## config.mk

```make
export PLATFORM = sky130hd
export DESIGN_NAME = mem_stage
export DESIGN_NICKNAME = d
export VERILOG_FILES = /design/src/rtl/mem_stage_pkg.sv /design/src/rtl/mem_stage_align.sv /design/src/rtl/mem_stage.sv
export SDC_FILE = /design/constraint.sdc
export NUM_CORES = 1
export LEC_CHECK = 0
export BUFFER_PORTS_ARGS = -buffer_cell sky130_fd_sc_hd__buf_2
export CORE_ASPECT_RATIO = 0.5
export CORE_MARGIN = 1.5
export CORE_UTILIZATION = 40
export DETAILED_ROUTE_END_ITERATION = 7
export PLACE_DENSITY = 0.73
export SLEW_MARGIN = 5
export SYNTH_ARGS = -nofsm -noshare
export SYNTH_HDL_FRONTEND = slang
export SYNTH_SLANG_ARGS = --single-unit
```

## constraint.sdc

```tcl
create_clock -name clk_i -period 1.7 [get_ports clk_i]
set_clock_uncertainty 0.05 [all_clocks]
set_input_delay 0.17 -clock clk_i [delete_from_list [all_inputs] [get_ports clk_i]]
set_output_delay 0.17 -clock clk_i [all_outputs]
set_load 0.01 [all_outputs]
```

## src/rtl/mem_stage_pkg.sv

```systemverilog
// Shared definitions for the memory-access pipeline stage: bus widths,
// EXE->MEM / MEM->WB bus layouts, access-size encodings and FSM states.
package mem_stage_pkg;

    localparam int REG_W            = 32;
    localparam int REG_ADDR_BUS_W   = 5;
    localparam int EXE2MEM_BUS_SIZE = 107;
    localparam int MEM2WB_BUS_SIZE  = 102;

    // Bit offsets of the EXE->MEM fields (LSB of each field).
    localparam int E2M_PC_LSB     = 0;
    localparam int E2M_SDATA_LSB  = 32;
    localparam int E2M_RESULT_LSB = 64;
    localparam int E2M_SIGN_BIT   = 96;
    localparam int E2M_SIZE_LSB   = 97;
    localparam int E2M_STORE_BIT  = 99;
    localparam int E2M_LOAD_BIT   = 100;
    localparam int E2M_WE_BIT     = 101;
    localparam int E2M_WDEST_LSB  = 102;

    // Access size encodings.
    localparam logic [1:0] SZ_B = 2'd0;
    localparam logic [1:0] SZ_H = 2'd1;
    localparam logic [1:0] SZ_W = 2'd2;

    // Memory access sequencer states.
    typedef enum logic [1:0] {
        ST_IDLE = 2'd0,
        ST_REQ  = 2'd1,
        ST_WAIT = 2'd2,
        ST_DONE = 2'd3
    } mem_state_e;

    // EXE->MEM register layout, MSB first.
    typedef struct packed {
        logic [REG_ADDR_BUS_W-1:0] wdest;
        logic                      we;
        logic                      is_load;
        logic                      is_store;
        logic [1:0]                size;
        logic                      sign;
        logic [REG_W-1:0]          exe_result;
        logic [REG_W-1:0]          store_data;
        logic [REG_W-1:0]          pc;
    } exe2mem_t;

    // MEM->WB register layout, MSB first.
    typedef struct packed {
        logic [REG_ADDR_BUS_W-1:0] wdest;
        logic                      we;
        logic [REG_W-1:0]          result;
        logic [REG_W-1:0]          dm_addr;
        logic [REG_W-1:0]          pc;
    } mem2wb_t;

    // Halfwords need an even address, words need a 4-byte aligned address.
    function automatic logic is_misaligned(input logic [1:0] size, input logic [1:0] addr_lo);
        return ((size == SZ_H) && addr_lo[0]) || ((size == SZ_W) && (addr_lo != 2'b00));
    endfunction

endpackage

```

## src/rtl/mem_stage_align.sv

```systemverilog
// Byte-lane steering for the data memory: builds store strobes and
// lane-replicated write data, and shifts/extends returned load data.
module mem_align
    import mem_stage_pkg::*;
(
    input  logic [1:0]       size,
    input  logic             sign,
    input  logic [1:0]       addr_lo,
    input  logic [REG_W-1:0] store_data,
    input  logic [REG_W-1:0] rdata,
    output logic [3:0]       strobe,
    output logic [REG_W-1:0] wdata,
    output logic [REG_W-1:0] load_value
);

    logic [REG_W-1:0] shifted;

    // One byte lane per iteration: the lane is enabled when the access
    // covers it, and always carries the store byte that would land there.
    genvar gi;
    generate
        for (gi = 0; gi < 4; gi++) begin : g_lane
            localparam logic [1:0] LANE = 2'(gi);

            assign strobe[gi] = (size == SZ_B) ? (addr_lo == LANE) :
                                (size == SZ_H) ? (addr_lo[1] == LANE[1]) :
                                                 1'b1;

            assign wdata[8*gi +: 8] = (size == SZ_B) ? store_data[7:0] :
                                      (size == SZ_H) ? store_data[8*(gi%2) +: 8] :
                                                       store_data[8*gi +: 8];
        end
    endgenerate

    // Bring the addressed byte/halfword down to bit 0.
    assign shifted = rdata >> {addr_lo, 3'b000};

    // Sign- or zero-extend sub-word loads; words pass straight through.
    always_comb begin
        load_value = shifted;
        case (size)
            SZ_B:    load_value = {{24{sign & shifted[7]}}, shifted[7:0]};
            SZ_H:    load_value = {{16{sign & shifted[15]}}, shifted[15:0]};
            default: load_value = shifted;
        endcase
    end

endmodule

```

## src/rtl/mem_stage.sv

```systemverilog
// MEM pipeline stage: sequences data-memory loads/stores over a req/ready +
// rvalid handshake, produces the stage result and owns the MEM->WB register.
module mem_stage
    import mem_stage_pkg::*;
(
    input  logic                          clk_i,
    input  logic                          rst_i,

    input  logic [EXE2MEM_BUS_SIZE-1:0]   exe2mem_bus_ri,
    input  logic                          ctl_mem_valid_i,
    input  logic                          ctl_wb_allowin_i,
    output logic                          ctl_mem_allowin_o,
    output logic                          ctl_mem_over_o,
    output logic [REG_ADDR_BUS_W-1:0]     ctl_mem_dest_o,
    output logic [REG_W-1:0]              ctl_mem_pc_o,
    output logic                          ctl_mem_misalign_o,
    output logic [REG_W-1:0]              forward_mem2id_data_o,
    output logic [MEM2WB_BUS_SIZE-1:0]    mem2wb_bus_o,
    output logic                          ctl_wb_valid_o,

    output logic                          dm_req_o,
    output logic [3:0]                    dm_we_o,
    output logic [REG_W-1:0]              dm_addr_o,
    output logic [REG_W-1:0]              dm_wdata_o,
    input  logic                          dm_ready_i,
    input  logic                          dm_rvalid_i,
    input  logic [REG_W-1:0]              dm_rdata_i
);

    exe2mem_t         ex;
    mem_state_e       state_reg;
    logic [REG_W-1:0] ld_data_reg;
    mem2wb_t          wb_bus_reg;
    logic             wb_valid_reg;

    logic             mem_op;
    logic             misalign;
    logic             fast_path;
    logic             over;
    logic             transfer;
    logic             out_blocked;
    logic             start_req;
    logic             in_req;
    logic [REG_W-1:0] mem_result;

    logic [3:0]       lane_strobe;
    logic [REG_W-1:0] lane_wdata;
    logic [REG_W-1:0] load_value;

    assign ex = exe2mem_bus_ri;

    assign mem_op   = ex.is_load | ex.is_store;
    assign misalign = mem_op & is_misaligned(ex.size, ex.exe_result[1:0]);

    // Non-memory and misaligned instructions finish in the cycle they arrive
    // and never touch the data memory.
    assign fast_path = ctl_mem_valid_i & (~mem_op | misalign);
    assign over      = fast_path | (ctl_mem_valid_i & (state_reg == ST_DONE));
    assign transfer  = over & ctl_wb_allowin_i;

    // The MEM->WB register cannot take new data while WB is stalled on it.
    assign out_blocked = wb_valid_reg & ~ctl_wb_allowin_i;
    assign start_req   = ctl_mem_valid_i & mem_op & ~misalign & ~out_blocked;

    mem_align u_align (
        .size       (ex.size),
        .sign       (ex.sign),
        .addr_lo    (ex.exe_result[1:0]),
        .store_data (ex.store_data),
        .rdata      (dm_rdata_i),
        .strobe     (lane_strobe),
        .wdata      (lane_wdata),
        .load_value (load_value)
    );

    // Stage result: ALU value passes through, faulting and store ops give 0,
    // loads give the captured, already-aligned read data.
    always_comb begin
        mem_result = ex.exe_result;
        if (mem_op) begin
            if (misalign || ex.is_store) begin
                mem_result = '0;
            end else begin
                mem_result = ld_data_reg;
            end
        end
    end

    // Access sequencer: issue one request, wait for read data if needed,
    // then hold the finished instruction until WB accepts it.
    always_ff @(posedge clk_i) begin
        if (rst_i) begin
            state_reg   <= ST_IDLE;
            ld_data_reg <= '0;
        end else begin
            case (state_reg)
                ST_IDLE: begin
                    if (start_req) begin
                        state_reg <= ST_REQ;
                    end
                end
                ST_REQ: begin
                    if (dm_ready_i) begin
                        if (ex.is_load) begin
                            // Read data may come back in the accept cycle.
                            if (dm_rvalid_i) begin
                                ld_data_reg <= load_value;
                                state_reg   <= ST_DONE;
                            end else begin
                                state_reg   <= ST_WAIT;
                            end
                        end else begin
                            state_reg <= ST_DONE;
                        end
                    end
                end
                ST_WAIT: begin
                    if (dm_rvalid_i) begin
                        ld_data_reg <= load_value;
                        state_reg   <= ST_DONE;
                    end
                end
                ST_DONE: begin
                    // A flushed instruction must not leave the FSM parked here.
                    if (!ctl_mem_valid_i || ctl_wb_allowin_i) begin
                        state_reg <= ST_IDLE;
                    end
                end
                default: state_reg <= ST_IDLE;
            endcase
        end
    end

    // MEM->WB register: capture the finished instruction when WB can take
    // it; a bubble is inserted whenever WB advances without new work.
    always_ff @(posedge clk_i) begin
        if (rst_i) begin
            wb_bus_reg   <= '0;
            wb_valid_reg <= 1'b0;
        end else if (transfer) begin
            wb_bus_reg   <= '{wdest:   ex.wdest,
                              we:      ex.we,
                              result:  mem_result,
                              dm_addr: ex.exe_result,
                              pc:      ex.pc};
            wb_valid_reg <= 1'b1;
        end else if (ctl_wb_allowin_i) begin
            wb_valid_reg <= 1'b0;
        end
    end

    // Request fields come straight from the held EXE->MEM register, so they
    // stay stable for as long as the FSM sits in REQ.
    assign in_req     = (state_reg == ST_REQ);
    assign dm_req_o   = in_req;
    assign dm_we_o    = (in_req && ex.is_store) ? lane_strobe : 4'b0000;
    assign dm_addr_o  = in_req ? {ex.exe_result[31:2], 2'b00} : '0;
    assign dm_wdata_o = in_req ? lane_wdata : '0;

    assign ctl_mem_allowin_o     = ~ctl_mem_valid_i | transfer;
    assign ctl_mem_over_o        = over;
    assign ctl_mem_dest_o        = ctl_mem_valid_i ? ex.wdest : '0;
    assign ctl_mem_pc_o          = ex.pc;
    assign ctl_mem_misalign_o    = ctl_mem_valid_i & misalign;
    assign forward_mem2id_data_o = over ? mem_result : '0;
    assign mem2wb_bus_o          = wb_bus_reg;
    assign ctl_wb_valid_o        = wb_valid_reg;

endmodule

```

=== Word-level counts from Yosys, hierarchy flattened ===
Index checks and enable logic that the tools add are counted.
W data, S select, Z words.

* Equal/unequal tests: 13
* Shift operators: 1
* Muxes and demuxes: 32
* Bitwise logic cells: 21
* Reductions and logical operators: 15

{| class="wikitable"
|+ Operator list
! kind !! count
|-
| $mux W32 || 8
|-
| $pmux W32 S2 || 2
|-
| $mux W8 || 5
|-
| $shr A32 B5 Y32 || 1
|-
| $and A1 B1 Y1 || 11
|-
| $eq A2 B2 Y1 const B || 5
|-
| $mux W2 || 5
|-
| $mux W1 || 9
|-
| $ne A2 B2 Y1 const B || 4
|-
| $pmux W2 S4 || 1
|-
| $eq A2 B1 Y1 const B || 3
|-
| $logic_not A2 Y1 || 3
|-
| $not A1 Y1 || 6
|-
| $reduce_bool A2 Y1 || 3
|-
| $mux W5 || 1
|-
| $mux W4 || 1
|-
| $or A1 B1 Y1 || 4
|-
| $reduce_and A4 Y1 || 1
|-
| $logic_and A1 B1 Y1 || 3
|-
| $logic_or A1 B1 Y1 || 3
|-
| $reduce_and A3 Y1 || 1
|-
| $ne A2 B1 Y1 const B || 1
|-
| $logic_not A1 Y1 || 1
|}

* Bits in registers: 137
* Input port bits: 145
* Output and inout port bits: 244
* Word-level logic and storage cells: 90

=== Depth between registers and ports, before layout ===
* Depth in word-level cells: 9
* Depth in mapped cells: 7
* Depth with buffers taken out: 6

=== By module ===
Synthesis repeated with hierarchy kept, for this count alone.

* Cell total of the unflattened synthesis: 987
* Area, all modules: 7744.9 µm²

{| class="wikitable"
|+ Modules (own cells, without submodules)
! module !! instances !! cells an instance !! area an instance (µm²) !! sequential area each (µm²)
|-
| mem_stage || 1 || 802 || 6404.9 || 2742.6
|-
| mem_align || 1 || 185 || 1340.0 || 0.0
|}

=== Worst setup path after synthesis ===
No wires, ideal clock.

* Path type: register to register
* From: register state_reg[1]
* To: register ld_data_reg[20]
* Setup time: 146 ps
* Arrival: 1648 ps
* Required time: 1504 ps
* Path slack: -144 ps
* Stages on the path, launching flop included: 8
* Path buffers: 1
* Clock period less this slack: 1844 ps
* Path through: dfxtp_1 > inv_1 > ha_1 > nand2b_1 > a21oi_2 > a21boi_4 > buf_12 > a211oi_2

* Word-level cells in the longest chain between the ends: 3
* Elaborated cells between the ends (all ways): 7
* Those cells by class: 4 x eq/ne; 1 x mux; 2 x reduce/logical

{| class="wikitable"
|+ RTL lines
! element !! RTL line !! source
|-
| from (decl) || mem_stage.sv:31 || <nowiki>mem_state_e state_reg;</nowiki>
|-
| from (signal assigned) || mem_stage.sv:93 || <nowiki>state_reg <= ST_IDLE;</nowiki>
|-
| from (signal assigned) || mem_stage.sv:99 || <nowiki>state_reg <= ST_REQ;</nowiki>
|-
| from (signal assigned) || mem_stage.sv:108 || <nowiki>state_reg <= ST_DONE;</nowiki>
|-
| $eq A2 B1 Y1 (*) || n/a ||
|-
| net dm_req_o || mem_stage.sv:21 || <nowiki>output logic dm_req_o,</nowiki>
|-
| $ne A2 B2 Y1 (no line) / $reduce_bool A2 Y1 (equally long branches) || n/a ||
|-
| $reduce_and A3 Y1 (no line) || n/a ||
|-
| to (signal assigned) || mem_stage.sv:107 || <nowiki>ld_data_reg <= load_value;</nowiki>
|-
| to (signal assigned) || mem_stage.sv:119 || <nowiki>ld_data_reg <= load_value;</nowiki>
|-
| to (decl) || mem_stage.sv:32 || <nowiki>logic [REG_W-1:0] ld_data_reg;</nowiki>
|}

Mark *: on every way through the listed nets, which the timed path passes. The rest lies on a longest branch.
A chain may end at the register's enable or synchronous reset.

=== Worst setup path in the final report ===
* From: register state_reg[0]
* To: register ld_data_reg[30]

* Word-level cells in the longest chain between the ends: 3
* Elaborated cells between the ends (all ways): 7
* Those cells by class: 4 x eq/ne; 1 x mux; 2 x reduce/logical

{| class="wikitable"
|+ RTL lines
! element !! RTL line !! source
|-
| $eq A2 B1 Y1 / $eq A2 B2 Y1 (equally long branches) || mem_stage.sv:96 || <nowiki>case (state_reg)</nowiki>
|-
| $ne A2 B2 Y1 (no line) / $reduce_bool A2 Y1 (equally long branches) || n/a ||
|-
| $reduce_and A3 Y1 (no line) || n/a ||
|}

Parallel ways exist; a longest one is shown, timed or not.

==> flow_summary.toml <==
[timing]
setup_ws_ps = -408
fin_setup_tns_ps = -41470
hold_violations = 0
whs_ps = 40.4
finalMaxSlewViolations = 0
setup_viol = 229
tightest_slew_ps = 624
post-route-min-period_ps = 2110
fmax_ghz = 0.474
rsz0062_at_grt = "true"
min_period_over_period_pct = 124
relSlewSlack_pct = 57.3

[logic_synthesis]
synth_compound_area_share_pct = 10.9
synthMuxAreaShare_pct = 23.3
netlist_area_um2 = 8520
yosys_warnings = 0
syn_inst = 936
ys_ff_latch = 137
synth_top_family_by_area = "simple AND/OR/NAND/NOR gates"
ys_types = 51
synth_ff_type = "dfxtp_1"
synth_adder_area_share_pct = 0.735
syn_area_per_cell_um2 = 9.10
synth-edff-count = 0
async_reset_ff_share_pct = 0
synthXorXnorAreaFrac_pct = 0.191
yosysSeqAreaShare_pct = 32.2
synth-simple-area-share_pct = 23.5

[grt]
grt_pass1_vias = 8741
grt_pass1_wl_mm = 48.2
antenna_found_initial = 5
grt_max_degree = 63
grt.total_usage_pct = 28.1
grt-ovfl-total = 0

[clocking]
cts.sinks = 137
clk_latency_ps = 440
clk_path_buf_depth = 2
numCtsBuffers = 17
cts_tree = "built"
htree_num_levels = 4
root_buffer = "clkbuf_16"
clk_pin_slew_ps = 60

[power_and_ir_drop]
fin_total_pwr_uw = 13600
p_leak_uw = 0.00654
vdd_drop_max_uv = 794
powerDensity_nw_per_um2 = 968

[die]
rows = 37
die_x_um = 209
initial_utilization_pct = 41.2
core-area_um2 = 20700
die_area_um2 = 22200
die_h_um = 106
ioPinCount = 389

[final_layout]
final_cell_mix = "337 x buf_2, 146 x nand2b_1, 144 x mux2i_1"
fin_area_um2 = 14000
final_nets = 1560
final_common_cell = "buf_2"
largest_reg_flops = 102
drive_gt1_share_pct = 49.3
syn2layout_area_growth_pct = 64.9

[route]
via_per_inst = 5.47
drt_first_pass_iters = 5
drcViolationCount = 0
drt_iter0_markers = 923
vias = 9304
avgRoutedWirePerCell_um = 21.9
antenna_left = 0
wl_mm = 37.2

[run_status]
status = "finished with violations"
violations = "setup timing"

[worst_setup_path]
required_ps = 1970
critPathKind = "reg2reg"
crit_arrival_ps = 2380
startpoint_type = "register"
cp-end-kind = "register"
cp_max_fo = 5

[placed_design]
pre_cts_ws_ps = -199
gp_congestion = 1.02
post_dp_cell_area_um2 = 10700
numPortBuffers = 386
dp_hpwl_mm = 21.9

[hold_path]
hp-class = "in2reg"

[flow_run]
max-cap-violations = 0
through the flow:
stage          std cells  utilization, %
2_1_floorplan        937               -
3_3_place_gp        1531            51.7
3_5_place_dp        1531            51.7
4_1_cts             1657            61.2
5_1_grt             1701            67.8
6_report            1701            67.8
routing by layer:
metal / share of wire, % / track usage, % / routed length (µm) / vias up
met2: 47 / 46.5 / 17500 / 555
met3: 8.6 / 6.56 / 3200 / 147
met1: 40 / 34.4 / 14700 / 4478
li1: - / - / - / 4124
met5: 0 / 0 / 0 / -
met4: 4.9 / 14.6 / 1800 / 0
cells by family after synthesis:
| family | count (synthesis) |
|---|---|
| AND/OR/NAND/NOR | 368 |
| multiplexers | 191 |
| flip-flops | 137 |
| buffers and inverters | 127 |
| AO/OA/AOI/OAI | 106 |
| adder cells (fa/ha/maj) | 5 |
| other | 1 |
| XOR/XNOR | 1 |
area by class of cell:
cell class,instances,area [µm²]
well taps,273,342
repair buffers,572,4640
inverters,9,36.3
clock buffers,21,470
multi-input cells,673,5620
clock inverters,11,168
flip-flops and latches,137,2750
diodes,5,12.5
fillers,1426,6660
cells in the mapped netlist, types with 2 or more instances:
master	count	area, µm²
buf_6	15	169
buf_4	42	315
a21o_1	2	15.0
nand2_1	46	173
nor3_1	10	50.1
nand2b_1	148	926
a211oi_2	10	125
a2111oi_0	31	272
mux2i_1	150	1500
a211oi_1	7	52.6
clkbuf_1	49	184
dfxtp_1	137	2740
nor2_1	71	267
ha_1	5	62.6
mux2_1	28	315
o2bb2ai_1	7	61.3
o211a_1	8	80.1
and2_1	43	269
a21oi_2	2	17.5
mux2_2	11	124
a21oi_1	14	70.1
nand3_1	2	10.0
mux4_2	2	45.0
inv_1	9	33.8
nor2b_1	42	263
a2111o_1	2	22.5
a21boi_0	10	75.1
buf_2	10	50.1
worst max-delay path, stage by stage (launching register included):
cell and delay [ps]:
dfxtp_4 380, buf_12 100, ha_4 190, buf_12 160, buf_6 110, nand3_4 80
a21oi_4 200, buf_6 120, buf_6 110, buf_8 130, nor2_1 70, a211oi_1 280
power breakdown:
part           internal (µW)  leakage, µW  switching, µW
sequential              3470      0.00111            228
combinational           3150      0.00512           2660
clock                   2570     0.000309           1510
total                   9190      0.00654           4400
worst paths after layout:
kind	start	to	slack, ps	cells past startpoint
setup / recovery	state_reg[0]	ld_data_reg[30]	-410	11
hold / removal	exe2mem_bus_ri[75]	mem2wb_bus_o[43]	40	3
setup reg to reg	state_reg[0]	ld_data_reg[30]	-410	11
hold reg to reg	mem2wb_bus_o[36]	mem2wb_bus_o[36]	420	2
timing repair:
action | CTS | global route
pin swaps | 5 | 58
resized for setup | 82 | 189
setup buffers | 14 | 26
cloned | 7 | 19
hold endpoints to repair | 74 | 0
endpoints found under the setup margin | 139 | 230
hold buffers | 74 | 0
Note: power is estimated with default switching activity, not from simulation.
